--- src/rtl/drain_monitor_seq.sv ---
//==============================================================================
// Module   : drain_monitor_seq
// Purpose  : Watches the OR-tree "any lane active" bit and declares the NoC
//            slice drained after QUIET_CYCLES idle samples, or timed out.
// Revision : 1.0 - initial release
//==============================================================================
`default_nettype none

module drain_monitor_seq #(
    parameter int QUIET_CYCLES   = 4,
    parameter int TIMEOUT_CYCLES = 16,
    parameter int QW             = $clog2(QUIET_CYCLES + 1),
    parameter int TW             = $clog2(TIMEOUT_CYCLES + 1)
) (
    input  logic          clk,
    input  logic          rst,
    input  logic          i_en,
    input  logic          i_valid,
    input  logic          i_data_bus,
    input  logic          i_drain_req,
    input  logic          i_drain_ack,
    output logic          o_draining,
    output logic          o_drained,
    output logic          o_timeout,
    output logic [QW-1:0] o_quiet_cnt
);

    typedef enum logic [1:0] {
        S_IDLE    = 2'd0,
        S_DRAIN   = 2'd1,
        S_DONE    = 2'd2,
        S_TIMEOUT = 2'd3
    } state_t;

    localparam logic [QW-1:0] c_quiet_max = QW'(QUIET_CYCLES);
    localparam logic [TW-1:0] c_tmo_max   = TW'(TIMEOUT_CYCLES);

    state_t        r_state;
    logic [QW-1:0] r_quiet;
    logic [TW-1:0] r_tmo;

    state_t        w_state_nxt;
    logic [QW-1:0] w_quiet_nxt;
    logic [TW-1:0] w_tmo_nxt;
    logic [QW-1:0] w_quiet_inc;
    logic [TW-1:0] w_tmo_inc;
    logic          w_idle_sample;

    // An invalid sample is treated as busy so a stalled tree never looks drained.
    assign w_idle_sample = i_valid & ~i_data_bus;
    assign w_quiet_inc   = (r_quiet == c_quiet_max) ? r_quiet : r_quiet + QW'(1);
    assign w_tmo_inc     = (r_tmo == c_tmo_max) ? r_tmo : r_tmo + TW'(1);

    always_ff @(posedge clk or posedge rst) begin
        if (rst) begin
            r_state <= S_IDLE;
            r_quiet <= '0;
            r_tmo   <= '0;
        end else begin
            r_state <= w_state_nxt;
            r_quiet <= w_quiet_nxt;
            r_tmo   <= w_tmo_nxt;
        end
    end

    always_comb begin
        w_state_nxt = r_state;
        w_quiet_nxt = r_quiet;
        w_tmo_nxt   = r_tmo;
        if (i_en) begin
            case (r_state)
                S_IDLE: begin
                    if (i_drain_req) begin
                        w_state_nxt = S_DRAIN;
                        w_quiet_nxt = '0;
                        w_tmo_nxt   = '0;
                    end
                end
                S_DRAIN: begin
                    w_tmo_nxt   = w_tmo_inc;
                    w_quiet_nxt = w_idle_sample ? w_quiet_inc : '0;
                    // Quiet completion takes priority over a coincident timeout.
                    if (w_idle_sample && (w_quiet_inc == c_quiet_max)) begin
                        w_state_nxt = S_DONE;
                    end else if (w_tmo_inc == c_tmo_max) begin
                        w_state_nxt = S_TIMEOUT;
                    end
                end
                S_DONE, S_TIMEOUT: begin
                    if (i_drain_ack) begin
                        w_state_nxt = S_IDLE;
                        w_quiet_nxt = '0;
                        w_tmo_nxt   = '0;
                    end
                end
                default: begin
                    w_state_nxt = S_IDLE;
                    w_quiet_nxt = '0;
                    w_tmo_nxt   = '0;
                end
            endcase
        end
    end

    assign o_draining  = (r_state == S_DRAIN);
    assign o_drained   = (r_state == S_DONE);
    assign o_timeout   = (r_state == S_TIMEOUT);
    assign o_quiet_cnt = r_quiet;

endmodule

`default_nettype wire

--- config.mk ---
export PLATFORM = sky130hd
export DESIGN_NAME = drain_monitor_seq
export DESIGN_NICKNAME = d
export VERILOG_FILES = /design/src/rtl/drain_monitor_seq.sv
export SDC_FILE = /design/constraint.sdc
export NUM_CORES = 1
export LEC_CHECK = 0
export CAP_MARGIN = 30
export CORE_MARGIN = 1.5
export CORE_UTILIZATION = 45
export DETAILED_ROUTE_END_ITERATION = 7
export PLACE_DENSITY = 0.7
export SLEW_MARGIN = 20
export SYNTH_ARGS = -nofsm -noshare
export SYNTH_HDL_FRONTEND = slang
export SYNTH_SLANG_ARGS = --single-unit
--- constraint.sdc ---
create_clock -name clk -period 4.1 [get_ports clk]
set_clock_uncertainty 0.15 [all_clocks]
set_input_delay 0.41 -clock clk [delete_from_list [all_inputs] [get_ports clk]]
set_output_delay 0.41 -clock clk [all_outputs]
set_load 0.1 [all_outputs]
==> flow_summary.ini <==
[logic_synthesis]
synth.most_common_cell = dfrtp_1
synth.distinct_cells = 33
async_reset_ff_frac = 1.00
yosysWarningCount = 0
synth_edf_count = 0
syn_area_per_cell_um2 = 9.85
syn-num-nets = 83
synthTopCellsByCount = 10 x dfrtp_1, 7 x inv_1, 7 x nand2_1
seq_area_frac_synth = 0.353
yosys.area.top_type = dfrtp_1
ys_ff_latch = 10
synthesis.area_um2 = 709
syn_inst = 72
yosysTopAreaCellShare = 0.353
synth_area_leaders = dfrtp_1 35%, ha_1 7.1%, inv_1 3.7%
synth_ff_type = dfrtp_1

[global_route]
antenna_found_initial = 0
grt_pass1_vias = 533
grt_usage = 0.171
grt_overflow = 0
grt_pass1_wl_um = 2260
grt_start_max_net_pins = 11

[clock_network]
clock-sinks = 10
root_buffer = clkbuf_4
cts_buffers = 3
ctsLongestPathBuffers = 2
clk_pin_slew_worst_paths_ns = 0.07
clk_latency_ns = 0.27
ctsHoldBuffers = 0
post_cts_buffers = 0
post_cts_resized = 0
cts_tree = done
h-tree-depth = 1

[die]
die_w_um = 42.7
dieArea_um2 = 1820
core.rowCount = 14
start_util = 0.476
die_y_um = 42.7
ios = 13
core_area_um2 = 1490

[timing]
rsz0062_at_grt = false
post-route-min-period_ns = 2.66
slew_headroom = 0.351
drv_slew = 0
final-hold-violation-count = 0
whs_ns = 0.259
finalSetupViolCount = 0
final.setup.tns_ns = 0
tightestPinTransition_ns = 0.971
finalCritPeriodShare = 0.648
timing.fmax_mhz = 376

[final_layout]
multi_input_area_um2 = 433
drive_above_1_share = 0.114
nets = 100
fillers = 135
n_antenna_cell = 0
area_growth_pct = 24.9
fin_util = 0.595
register_area_um2 = 250
finalInstanceArea_um2 = 886

[drt]
dr.pass1.iters = 4
met2_length_um = 585
vias_per_cell = 5.49
wl_um = 1320
wl_per_cell_um = 12.7
wl_met1_um = 629
route.met3.wl_um = 78
dr.first_iter.drc_count = 3
drtAntennaViolNets = 0
drc_errors = 0
vias = 571
top_layer = met4

[power_and_ir_drop]
p_leak_uw = 0.000380
internal_power_uw = 215
switchingPower_uw = 121
clockPowerShare = 0.264
switching_share = 0.360
seqPwrFrac = 0.407
power_density_nw_per_um2 = 380
peakVddDrop_mv = 0.204
pwr-share-comb = 0.330

[worst_hold_path]
min_path_type = input pin to asynchronous set/reset pin

[worst_setup_path]
path_cells = and2b_1 > clkdlybuf4s50_1
critPathMaxFanout = 7
cp-end-kind = output port
path_buf_inv = 1
worstPathArrival_ns = 2.10
cp_slowest_stage_delay_ns = 1.12
cp_slowest_cell = clkdlybuf4s50_1
crit_family = buffers and inverters
cp.required_ns = 3.54
critPathKind = flop to output port
start_kind = flop

[placed_design]
hpwl_um = 983
portBuffers = 12
gp_congestion = 0.773
placed_area_um2 = 850

[run]
drv_cap = 0

[run_status]
outcome = finished clean
[registers in the layout, summed over array words and instances (netlist names)]
| signal | cells |
|---|---|
| r_state | 2 |
| r_tmo | 5 |
| o_quiet_cnt | 3 |
[path summary, 6_finish.rpt]
path | start | endpoint | slack (ns) | cells past startpoint
max | r_state[0]$_DFFE_PP0P_ | o_drained | 1.44 | 2
min | rst | r_state[0]$_DFFE_PP0P_ | 0.26 | 2
max reg2reg | r_tmo[0]$_DFFE_PP0P_ | r_state[1]$_DFFE_PP0P_ | 2.37 | 6
min reg2reg | r_tmo[1]$_DFFE_PP0P_ | r_tmo[1]$_DFFE_PP0P_ | 0.42 | 1
max in group asynchronous | rst | r_tmo[1]$_DFFE_PP0P_ | 3.27 | 2
min in group clk | r_tmo[1]$_DFFE_PP0P_ | r_tmo[1]$_DFFE_PP0P_ | 0.42 | 1
[cells in the final DEF, fill, tap and decap left out, drive strengths merged, types with 2 or more instances in the layout]
master / count
a21oi: 3
and2b: 2
clkbuf: 4
clkdlybuf4s50: 12
dfrtp: 10
ha: 4
inv: 7
mux2i: 2
nand2: 7
nand3: 2
nand3b: 3
nor2: 5
nor2b: 2
nor3b: 2
o211ai: 2
o21ai: 2
xor2: 3
[worst register-to-register path, stage by stage, from the launching register on]
cell and delay [ns]:
dfrtp_1 0.44, inv_1 0.12, ha_1 0.19, nand4bb_2 0.18
nor2_1 0.13, nor4bb_1 0.06, a221o_2 0.35
[area by class of cell]
class                   count  area share
multi-input cells          55       0.489
flip-flops and latches     10       0.282
repair buffers             12       0.136
clock buffers               4      0.0410
inverters                   7      0.0297
well taps                  16      0.0226
[per-stage QoR]
step / instances / setup slack (ns) / total power, uW
after floorplan: 72 / 1.67 / 220
after global placement: 100 / 1.75 / 248
after detailed placement: 100 / 1.73 / 249
after CTS: 104 / 1.43 / 340
after global routing: 104 / 1.39 / 357
final: 104 / 1.44 / 337
[cells by family (layout without fill, tap and decap cells)]
kind of cell             count (synthesis)  in the layout  synth area share
AO/OA/AOI/OAI                           16             16             0.183
adder cells (fa/ha/maj)                  4              4            0.0705
flip-flops                              10             10             0.353
buffers and inverters                    7             23            0.0370
XOR/XNOR                                 3              3            0.0370
multiplexers                             3              3            0.0441
AND/OR/NAND/NOR                         29             29             0.275
[power groups by stage]
stage / clock [uW] / sequential, uW / combinational (uW)
6_report: 88.7 / 137 / 111
5_1_grt: 96.7 / 140 / 120
4_1_cts: 92.5 / 136 / 111
3_5_place_dp: 0 / 138 / 110
3_3_place_gp: 0 / 138 / 110
2_1_floorplan: 0 / 145 / 74.6
[metal layers]
metal,track usage,vias up
met4,0.0750,0
met1,0.209,262
met3,0.0809,5
met5,0,-
li1,-,291
met2,0.255,13
Note: power is estimated with default switching activity, not from simulation.
